File: config.mk
export PLATFORM = sky130hd
export DESIGN_NAME = hazard_ctrl
export DESIGN_NICKNAME = d
export VERILOG_FILES = /design/src/rtl/hazard_ctrl.sv
export SDC_FILE = /design/constraint.sdc
export NUM_CORES = 1
export LEC_CHECK = 0
export BUFFER_PORTS_ARGS = -buffer_cell sky130_fd_sc_hd__buf_2
export CORE_MARGIN = 4
export CORE_UTILIZATION = 40
export DETAILED_ROUTE_END_ITERATION = 10
export PLACE_DENSITY = 0.67
export SYNTH_ARGS = -nofsm -noshare
export SYNTH_HDL_FRONTEND = slang
export SYNTH_SLANG_ARGS = --single-unit
export TNS_END_PERCENT = 100
File: constraint.sdc
create_clock -name clk -period 5.2 [get_ports clk]
set_input_delay 0.26 -clock clk [delete_from_list [all_inputs] [get_ports clk]]
set_output_delay 0.26 -clock clk [all_outputs]
set_load 0.05 [all_outputs]
File: src/rtl/hazard_ctrl.sv
`default_nettype none
// ------------------------------------------------------------------------
// hazard_ctrl : forwarding, stall/flush and multi-cycle MD control, rev 1.0
// ------------------------------------------------------------------------
module hazard_ctrl #(
   parameter int REGW         = 5,
   parameter int MD_LAT       = 32,
   parameter int EARLY_BRANCH = 0,
   parameter int CNT_W        = 32
) (
   input  logic             clk,
   input  logic             reset,
   input  logic [REGW-1:0]  rsD,
   input  logic [REGW-1:0]  rtD,
   input  logic [REGW-1:0]  rsE,
   input  logic [REGW-1:0]  rtE,
   input  logic [REGW-1:0]  writeRegE,
   input  logic [REGW-1:0]  writeRegM,
   input  logic [REGW-1:0]  writeRegW,
   input  logic             regWriteE,
   input  logic             regWriteM,
   input  logic             regWriteW,
   input  logic             memToRegE,
   input  logic             memToRegM,
   input  logic             branchD,
   input  logic             jumpD,
   input  logic             PCSrcE,
   input  logic             PCSrcD,
   input  logic             mdStartE,
   input  logic             mdUseD,
   output logic             stallF,
   output logic             stallD,
   output logic             flushD,
   output logic             flushE,
   output logic [1:0]       forwardAE,
   output logic [1:0]       forwardBE,
   output logic             forwardAD,
   output logic             forwardBD,
   output logic             mdBusy,
   output logic             mdDone,
   output logic [CNT_W-1:0] stallCount,
   output logic [CNT_W-1:0] flushCount
);

   localparam logic       EB        = (EARLY_BRANCH != 0);
   localparam logic [7:0] MD_RELOAD = 8'(MD_LAT - 1);

   typedef enum logic [1:0] {
      MD_IDLE = 2'd0,
      MD_BUSY = 2'd1,
      MD_DONE = 2'd2
   } md_state_t;

   md_state_t  md_state;
   logic [7:0] md_cnt;
   logic       busy_q;
   logic       done_q;

   logic       lw_stall;
   logic       br_stall;
   logic       md_stall;
   logic       stall_raw;
   logic       stall_fin;
   logic       rsd_hit_e;
   logic       rtd_hit_e;
   logic       rsd_hit_m;
   logic       rtd_hit_m;

   // Status is registered but forced low combinationally while reset is held.
   assign mdBusy = busy_q & ~reset;
   assign mdDone = done_q & ~reset;

   always_comb begin
      rsd_hit_e = (writeRegE != '0) && (writeRegE == rsD);
      rtd_hit_e = (writeRegE != '0) && (writeRegE == rtD);
      rsd_hit_m = (writeRegM != '0) && (writeRegM == rsD);
      rtd_hit_m = (writeRegM != '0) && (writeRegM == rtD);

      lw_stall  = memToRegE && (rtE != '0) && ((rtE == rsD) || (rtE == rtD));
      br_stall  = EB && branchD &&
                  ((regWriteE && (rsd_hit_e || rtd_hit_e)) ||
                   (memToRegM && (rsd_hit_m || rtd_hit_m)));
      md_stall  = mdUseD && (mdBusy || mdStartE);
      stall_raw = lw_stall | br_stall | md_stall;

      // With late branches a taken branch squashes whatever was stalled.
      stall_fin = (!EB && PCSrcE) ? 1'b0 : stall_raw;

      stallF    = 1'b0;
      stallD    = 1'b0;
      flushD    = 1'b1;
      flushE    = 1'b1;
      forwardAE = 2'b00;
      forwardBE = 2'b00;
      forwardAD = 1'b0;
      forwardBD = 1'b0;

      if (!reset) begin
         stallF = stall_fin;
         stallD = stall_fin;
         if (EB) begin
            flushD = (PCSrcD | jumpD) & ~stall_fin;
            flushE = stall_fin;
         end else begin
            flushD = PCSrcE | (jumpD & ~stall_fin);
            flushE = PCSrcE | stall_raw;
         end

         if ((rsE != '0) && regWriteM && (writeRegM == rsE))
            forwardAE = 2'b10;
         else if ((rsE != '0) && regWriteW && (writeRegW == rsE))
            forwardAE = 2'b01;

         if ((rtE != '0) && regWriteM && (writeRegM == rtE))
            forwardBE = 2'b10;
         else if ((rtE != '0) && regWriteW && (writeRegW == rtE))
            forwardBE = 2'b01;

         forwardAD = EB && (rsD != '0) && regWriteM && (writeRegM == rsD);
         forwardBD = EB && (rtD != '0) && regWriteM && (writeRegM == rtD);
      end
   end

   // A start request while already busy is ignored and does not reload.
   always_ff @(posedge clk) begin
      if (reset) begin
         md_state <= MD_IDLE;
         md_cnt   <= 8'd0;
         busy_q   <= 1'b0;
         done_q   <= 1'b0;
      end else begin
         case (md_state)
            MD_IDLE: begin
               if (mdStartE) begin
                  md_state <= MD_BUSY;
                  md_cnt   <= MD_RELOAD;
                  busy_q   <= 1'b1;
               end
            end
            MD_BUSY: begin
               if (md_cnt == 8'd0) begin
                  md_state <= MD_DONE;
                  busy_q   <= 1'b0;
                  done_q   <= 1'b1;
               end else begin
                  md_cnt   <= md_cnt - 8'd1;
               end
            end
            MD_DONE: begin
               done_q <= 1'b0;
               if (mdStartE) begin
                  md_state <= MD_BUSY;
                  md_cnt   <= MD_RELOAD;
                  busy_q   <= 1'b1;
               end else begin
                  md_state <= MD_IDLE;
               end
            end
            default: begin
               md_state <= MD_IDLE;
               busy_q   <= 1'b0;
               done_q   <= 1'b0;
            end
         endcase
      end
   end

   always_ff @(posedge clk) begin
      if (reset) begin
         stallCount <= '0;
         flushCount <= '0;
      end else begin
         if (stallD && (stallCount != '1))
            stallCount <= stallCount + 1'b1;
         if ((flushD | flushE) && (flushCount != '1))
            flushCount <= flushCount + 1'b1;
      end
   end

endmodule
`default_nettype wire
==> summary.md, run 1 <==
| Metric | Value |
|---|---|
| Row cnt | 36 |
| Pwr/cell area | 260 nW/um^2 |
| Required @ worst endpoint | 5.47 ns |
| Top Ports | 124 |
| Yosys warnings | 0 |
| Setup violators final | 0 |
| Synth top area cells | dfxtp_1 (37%), xor2_1 (9.9%), xnor2_1 (8.5%) |
| Drt drc | 0 |
| Setup ws final | 2.40 ns |
| CP endpoint kind | flop |
| Period utilization | 53.9% |
| Drt initial violations | 187 |
| Pin count of the biggest net entering global routing | 82 |
| Clock Path Buffers | 2 |
| Nets | 662 |
| Mapped Avg Cell Area | 8.07 um^2 |
| Switching Share | 27.0% |
| Non-Filler Instances | 748 |
| Drt total wl | 9.75 mm |
| Vias per std cell | 5.17 |
| Initial antenna violation count | 0 |
| Async SR Flop Fraction | 0% |
| GRT overflow | 0 |
| Family with the most delay on the worst path | simple AND/OR/NAND/NOR gates |
| PortBufs | 112 |
| Worst rel slew slack | 44.9% |
| R2r setup slk | 2.40 ns |
| Fmax | 357 MHz |
| Resized Gates After CTS | 0 |
| Reg clk slew, reported paths | 0.09 ns |
| CTS tree | done |
| Share of the synthesized area in the top cell type | 36.7% |
| Crit-path max FO | 26 |
| Via count | 3869 |
| CP Data Arrival Time | 3.07 ns |
| P_leak | 1.99 nW |
| CTS buffer count | 9 |
| Die area | 12000 um^2 |
| P&R area growth vs syn | 20.1% |
| Clock sink count | 76 |
| Fin crit period | 2.80 ns |
| DP Cell Count | 732 |
| Placer Congestion | 0.852 |
| Leading area contributor after synthesis | dfxtp_1 |
| VDD IR-drop max | 151 uV |
| Crit path buf inv count | 0 |
| Slowest CP cell | a41oi_4 |
| Global-route wire length before repair | 16.4 mm |
| Number of global-route vias before repair | 3640 |
| Cells after synthesis | 513 |
| Worst path cell trace | ha_1 -> nand3_1 -> nor3_4 -> a41oi_4 -> nand2_2 -> or3_2 -> a21oi_1 |
| First drt pass iteration count | 5 |
| Share of layout cells above drive strength 1 | 24.2% |
| Postcts setup bufs | 0 |
| Combinational power share | 12.6% |
| Clock Latency Late Sink | 0.34 ns |
| Number of synthesized register bits | 76 |
| Commonest non-fill, non-tap cell in the layout | buf_2 |
| Antenna Cells | 0 |
| Clock power frac | 40.2% |
| Status | finished, final reports clean |
| CP Launch Point | stallCount[0] |
| NetSw | 0.349 mW |
| Most used DFF post-synth | dfxtp_1 |
| RR Startpoint | stallCount[0] |
| Worst Reg-to-Reg Cells | 7 |
| Slew @ Worst Pin | 0.826 ns |
| Die width | 110 um |
| Hold Fails Final Rpt | 0 |
| Critical path depth | 7 |
| Post-Route Utilization | 50.2% |
| CTS Hold Buffers Added | 0 |
| Post-synth EDFFs | 0 |
| DR WL/cell | 13.0 um |
| H-tree level count | 3 |
| Crit path kind | reg2reg |
| Max Cap Viol | 0 |
| DRT antenna net count | 0 |
| Flop pwr share | 47.2% |
| CP Capture Point | stallCount[30] |
| Die H | 110 um |
| Post-synth cell types | 47 |
| Pins Over Slew Limit | 0 |
| Int Pwr | 0.942 mW |
| CP startpoint kind | flop |
| Hold WC Path Type | in2reg |
| Overall power | 1.29 mW |
| Dpl ws | 2.42 ns |
| Mapped Area | 4140 um^2 |
| Dpl hpwl | 7.15 mm |
| Setup TNS Final | 0 ns |
| Root cell of the clock tree | clkbuf_8 |
| CP max stage delay | 0.69 ns |
| Core area | 9910 um^2 |
| RSZ-0062 raised after global routing | no |
| Final Skew | 0.0132 ns |
| Commonest cells after routing, fill and taps aside | buf_2 (112), nor2_1 (82), dfxtp_1 (76) |
| Reg2reg end | stallCount[30] |
| Seq/Total Area, Yosys | 36.7% |
| Initial Util | 41.8% |
| Total GRT Usage | 16.7% |
## power groups by stage
stage / registers [mW] / clock network (mW) / logic, mW
after floorplan: 0.632 / 0 / 0.113
after global placement: 0.621 / 0 / 0.160
after detailed placement: 0.622 / 0 / 0.164
after CTS: 0.609 / 0.534 / 0.165
after global routing: 0.611 / 0.566 / 0.180
final: 0.609 / 0.519 / 0.163
## how the worst min path moves through the flow
stage | from | endpoint | slack, ns | cells after the start
detailed placement | md_state[1] | done_q | 0.46 | 2
CTS | mdStartE | md_state[0] | 0.26 | 3
global route | mdStartE | md_state[0] | 0.29 | 3
finish | mdStartE | md_state[0] | 0.28 | 3
floorplan | md_state[1] | done_q | 0.44 | 2
global placement | md_state[1] | done_q | 0.45 | 2
## final cells by class
class,count,area [um^2]
sequential,76,1520
fill,994,4930
clock buffer,10,138
clock inverter,6,93.8
inverter,14,52.6
multi-input combinational,395,2430
tap,133,166
timing repair buffer,114,576
## tightest hold or removal path: cells and delay by family
kind,cells,cell delay (ns)
and+or+nand+nor,1,0.08
AOI/OAI and AO/OA,1,0.10
buffers and inverters,1,0.12
## layer usage
layer  wire [um]  GRT usage [%]  vias up
met2        4570           27.9      121
met4          62           4.63        0
met5           0              0        -
met1        4370           21.0     1799
met3         740           4.93        4
li1            -              -     1945
## kinds of logic after synthesis
family	Yosys count	share of synthesized area [%]
simple gates	259	32.0
xor+xnor	87	18.4
flops	76	36.7
buf+inv	43	4.83
compound gates	41	6.19
fa+ha+maj	4	1.21
mux	2	0.514
other cells	1	0.0905
## registers in the layout (all words and copies together), names as in the netlist
signal / flops
done_q: 1
stallCount: 32
busy_q: 1
md_cnt: 8
flushCount: 32
md_state: 2
## stage by stage
| step | cell area (um^2) | hold WS [ns] |
|---|---|---|
| 6_report | 4970 | 0.276 |
| 5_1_grt | 4970 | 0.290 |
| 4_1_cts | 4970 | 0.264 |
| 3_5_place_dp | 4740 | 0.458 |
| 3_3_place_gp | 4740 | 0.454 |
| 2_1_floorplan | 4150 | 0.439 |
## Yosys cell counts (all sizes together), types with 15 or more instances
cell	instances
nor3	22
clkbuf	17
a21oi	15
nand3	38
nand4	24
o21ai	15
nor2	82
or3	15
nand2	27
xnor2	40
xor2	47
dfxtp	76
(Power assumes the default switching activity.)
==> inputs of run 2 (changes only) <==
==> constraint.sdc (replaced) <==
create_clock -name clk -period 2.9 [get_ports clk]
set_input_delay 0.145 -clock clk [delete_from_list [all_inputs] [get_ports clk]]
set_output_delay 0.145 -clock clk [all_outputs]
set_load 0.05 [all_outputs]
==> run 2 against run 1 <==
Combinational power is 82% higher. First-iteration DRC count is 7.5% lower. Global-route usage grew 0.053 points. Count of clock-buffer cells in the layout rose by 2. Sequential power is 79% higher. Largest cell class unchanged. Largest power group unchanged.
==> summary.md, run 2 (same netlist as run 1, synthesis figures left out) <==
| Metric | Value |
|---|---|
| Reg2reg end | stallCount[6] |
| Initial antenna violation count | 0 |
| Crit path kind | reg2reg |
| Die area | 12000 um^2 |
| DR WL/cell | 13.2 um |
| Commonest cells after routing, fill and taps aside | buf_2 (112), nor2_1 (82), dfxtp_1 (76) |
| Via count | 3866 |
| Pins Over Slew Limit | 0 |
| Total GRT Usage | 16.8% |
| Period utilization | 86.7% |
| Worst Reg-to-Reg Cells | 8 |
| P_leak | 1.98 nW |
| Hold endpoint | md_state[0] |
| Postcts setup bufs | 0 |
| Dpl hpwl | 7.11 mm |
| Drt total wl | 9.86 mm |
| Drt drc | 0 |
| CP endpoint kind | flop |
| Drt initial violations | 173 |
| Crit-path max FO | 23 |
| Dpl ws | 0.419 ns |
| Max Cap Viol | 0 |
| Slew @ Worst Pin | 0.816 ns |
| Share of layout cells above drive strength 1 | 24.2% |
| CP startpoint kind | flop |
| Pwr/cell area | 423 nW/um^2 |
| Reg clk slew, reported paths | 0.07 ns |
| CTS Hold Buffers Added | 0 |
| Global-route wire length before repair | 16.3 mm |
| CP Data Arrival Time | 2.72 ns |
| Setup violators final | 0 |
| RR Startpoint | stallCount[13] |
| Commonest non-fill, non-tap cell in the layout | buf_2 |
| Biggest regs | flushCount x32, stallCount x32, md_cnt x8 |
| Row cnt | 36 |
| Setup TNS Final | 0 ns |
| H-tree level count | 3 |
| Required @ worst endpoint | 3.10 ns |
| GRT overflow | 0 |
| PortBufs | 112 |
| Hold Fails Final Rpt | 0 |
| Pin count of the biggest net entering global routing | 81 |
| Placer Congestion | 0.837 |
| Clock Latency Late Sink | 0.35 ns |
| Clock Path Buffers | 2 |
| First drt pass iteration count | 5 |
| R2r setup slk | 0.39 ns |
| Root cell of the clock tree | clkbuf_8 |
| Fmax | 398 MHz |
| Worst rel slew slack | 45.6% |
| Vias per std cell | 5.16 |
| Initial Util | 41.8% |
| VDD IR-drop max | 211 uV |
| Hold WC Path Type | in2reg |
| Number of global-route vias before repair | 3633 |
| Top Ports | 124 |
| Nets | 665 |
| P&R area growth vs syn | 18.9% |
| Setup ws final | 0.385 ns |
| CP Launch Point | stallCount[13] |
| Resized Gates After CTS | 0 |
| CTS tree | done |
| Min-delay src | mdStartE |
| RSZ-0062 raised after global routing | no |
| Core area | 9910 um^2 |
| Die H | 110 um |
| Fin crit period | 2.51 ns |
| Status | finished, final reports clean |
| Cell depth of the worst hold path | 3 |
| Antenna Cells | 0 |
| DRT antenna net count | 0 |
| CTS buffer count | 9 |
| Final Skew | 0.00883 ns |
| Die width | 110 um |
| Clock sink count | 76 |
[run 2: cell count changes in the layout (fill, tap and decap cells not counted), sizes merged]
cell	before	now
bufinv	2	0
clkbuf	10	12
buf	114	117
inv	16	14
[run 2: worst max-delay path by stage]
stage                     depth (start not counted)             end  slack, ns
after floorplan                                   7          stallF       0.09
after detailed placement                          8  stallCount[21]       0.42
after CTS                                         8  stallCount[21]       0.40
after global routing                              8  stallCount[19]       0.25
final                                             8   stallCount[6]       0.39
after global placement                            8  stallCount[19]       0.46
[run 2: per-layer routing]
layer / global-route usage (%) / routed length [um] / up-vias
met2: 27.8 / 4510 / 129
li1: - / - / 1951
met1: 20.7 / 4480 / 1770
met4: 5.79 / 170 / 0
met3: 4.99 / 696 / 16
met5: 0 / 0 / -
[run 2: layout make-up]
cell class                      count  area, um^2
Multi-Input combinational cell    395        2430
Tap cell                          133         166
Clock inverter                      2        12.5
Inverter                           14        52.6
Sequential cell                    76        1520
Clock buffer                       12         145
Timing Repair Buffer              117         598
Fill cell                         989        4980
[run 2: critical path, cell delays in order, from the launching register on]
cell	delay [ns]
dfxtp_1	0.45
nand4_2	0.17
or4_4	0.61
nor3_4	0.35
a41oi_4	0.19
buf_4	0.25
nand4_1	0.13
xor2_1	0.15
nor2_1	0.05
[run 2: power breakdown]
group | internal (mW) | switching, mW
registers | 1.07 | 0.0243
logic | 0.107 | 0.189
clock network | 0.324 | 0.371
total | 1.50 | 0.584
[run 2: stage by stage]
step	hold WS [ns]	utilization, %	total power, mW	cells	cell area [um^2]
finish	0.158	49.7	2.08	749	4930
global route	0.159	49.7	2.20	749	4930
CTS	0.126	49.7	2.12	749	4930
detailed placement	0.460	48.1	1.41	735	4770
global placement	0.451	48.1	1.40	735	4770
floorplan	0.324	-	1.33	514	4150
==> inputs of run 3 (changes only) <==
--- a/config.mk
+++ b/config.mk
@@ -7,9 +7,9 @@
 export LEC_CHECK = 0
 export BUFFER_PORTS_ARGS = -buffer_cell sky130_fd_sc_hd__buf_2
 export CORE_MARGIN = 4
-export CORE_UTILIZATION = 40
+export CORE_UTILIZATION = 52
 export DETAILED_ROUTE_END_ITERATION = 10
-export PLACE_DENSITY = 0.67
+export PLACE_DENSITY = 0.82
 export SYNTH_ARGS = -nofsm -noshare
 export SYNTH_HDL_FRONTEND = slang
 export SYNTH_SLANG_ARGS = --single-unit
==> run 3 against run 2 <==
Flip-flop and latch count unchanged. Global-route usage up 4.1 points. Die area down 21%. Total power up 10%. Core utilization is 15 points higher. Critical endpoint unchanged.
==> summary.md, run 3 (same netlist as run 1, synthesis figures left out) <==
| Metric | Value |
|---|---|
| RSZ-0062 raised after global routing | no |
| Dpl ws | 0.433 ns |
| Pins Over Slew Limit | 0 |
| P_leak | 2.01 nW |
| RR Startpoint | stallCount[13] |
| Commonest non-fill, non-tap cell in the layout | buf_2 |
| PortBufs | 112 |
| Die width | 97.2 um |
| Initial Util | 53.6% |
| DRT antenna net count | 0 |
| Slowest CP cell | or4_4 |
| Clock sink count | 76 |
| Die area | 9460 um^2 |
| Core area | 7730 um^2 |
| Hold Slack | 0.130 ns |
| Number of global-route vias before repair | 3763 |
| Family with the most delay on the worst path | simple AND/OR/NAND/NOR gates |
| Dpl hpwl | 7.41 mm |
| H-tree level count | 3 |
| Resized Gates After CTS | 0 |
| Crit-path max FO | 24 |
| CP max stage delay | 0.61 ns |
| Nets | 667 |
| Via count | 3957 |
| CP Launch Point | stallCount[13] |
| Setup ws final | 0.398 ns |
| Drt total wl | 10.1 mm |
| VDD IR-drop max | 294 uV |
| CP startpoint kind | flop |
| Antenna Cells | 0 |
| Total GRT Usage | 20.9% |
| Status | finished, final reports clean |
| Commonest cells after routing, fill and taps aside | buf_2 (112), nor2_1 (82), dfxtp_1 (76) |
| Period utilization | 86.3% |
| P&R area growth vs syn | 20.0% |
| Fin crit period | 2.50 ns |
| Storage cell area | 1520 um^2 |
| CTS tree | done |
| Die H | 97.2 um |
| Clock Path Buffers | 2 |
| Required @ worst endpoint | 3.11 ns |
| Setup TNS Final | 0 ns |
| Worst rel slew slack | 45.5% |
| Placer Congestion | 0.896 |
| Vias per std cell | 5.48 |
| Drt drc | 0 |
| Clock Latency Late Sink | 0.35 ns |
| Row cnt | 32 |
| CTS buffer count | 9 |
| First drt pass iteration count | 4 |
| Pwr/cell area | 462 nW/um^2 |
| Fmax | 400 MHz |
| Crit path kind | reg2reg |
| DR WL/cell | 13.9 um |
| Share of layout cells above drive strength 1 | 24.8% |
| Reg clk slew, reported paths | 0.08 ns |
| CTS Hold Buffers Added | 0 |
| Slew @ Worst Pin | 0.817 ns |
| Initial antenna violation count | 0 |
| Worst path cell trace | nand4_2 -> or4_4 -> nor3_4 -> a41oi_4 -> buf_4 -> nand4_1 -> xor2_1 -> nor2_1 |
| CP Data Arrival Time | 2.71 ns |
| Max Cap Viol | 0 |
| Setup violators final | 0 |
| Drt initial violations | 170 |
| Multi-input logic area | 2430 um^2 |
| Pin count of the biggest net entering global routing | 81 |
| Crit path buf inv count | 1 |
| Hold Fails Final Rpt | 0 |
| Final Skew | 0.0125 ns |
| Root cell of the clock tree | clkbuf_8 |
| Top Ports | 124 |
| Postcts setup bufs | 0 |
| Min-delay src | mdStartE |
| CP endpoint kind | flop |
| Global-route wire length before repair | 16.9 mm |
| Filler instances | 665 |
| GRT overflow | 0 |
| Hold WC Path Type | in2reg |
| Biggest regs | flushCount x32, stallCount x32, md_cnt x8 |
## run 3: cell count changes in the layout (fill, tap and decap cells not counted), sizes merged
cell	previous run	this run
clkbuf	12	11
clkinv	1	2
bufinv	0	2
buf	117	119
## run 3: worst min-delay path, cell delays in order
cell and delay [ns]:
buf_2 0.10, a21oi_1 0.10, nor2_1 0.09
## run 3: layer usage
metal | GRT usage (%) | share of wire (%)
met5 | 0 | 0
met4 | 7.24 | 1.6
met3 | 5.03 | 7.0
met2 | 36.2 | 48
met1 | 25.3 | 43
## run 3: stage by stage
step / cell area [um^2] / cells / total power [mW] / util [%]
2_1_floorplan: 4150 / 514 / 1.33 / -
3_3_place_gp: 4740 / 706 / 1.40 / 61.4
3_5_place_dp: 4740 / 706 / 1.41 / 61.4
4_1_cts: 4970 / 722 / 2.32 / 64.3
5_1_grt: 4970 / 722 / 2.41 / 64.3
6_report: 4970 / 722 / 2.30 / 64.3
## run 3: report_power, final
| group | switching, mW | total, mW | internal [mW] |
|---|---|---|---|
| registers | 0.0242 | 1.09 | 1.07 |
| clock network | 0.397 | 0.908 | 0.511 |
| logic | 0.189 | 0.297 | 0.108 |
| total | 0.610 | 2.30 | 1.69 |
## run 3: path summary, 6_finish.rpt
kind,endpoint,cells past startpoint,slack [ns]
hold reg to reg,done_q,2,0.47
hold / removal,md_state[0],3,0.13
setup reg to reg,stallCount[6],8,0.40
setup / recovery,stallCount[6],8,0.40
## run 3: final cells by class
| class | instances | share of cell area (%) |
|---|---|---|
| sequential | 76 | 30.6 |
| tap | 102 | 2.57 |
| clock inverter | 5 | 1.71 |
| multi-input combinational | 395 | 48.9 |
| timing repair buffer | 119 | 12.3 |
| clock buffer | 11 | 2.84 |
| inverter | 14 | 1.06 |
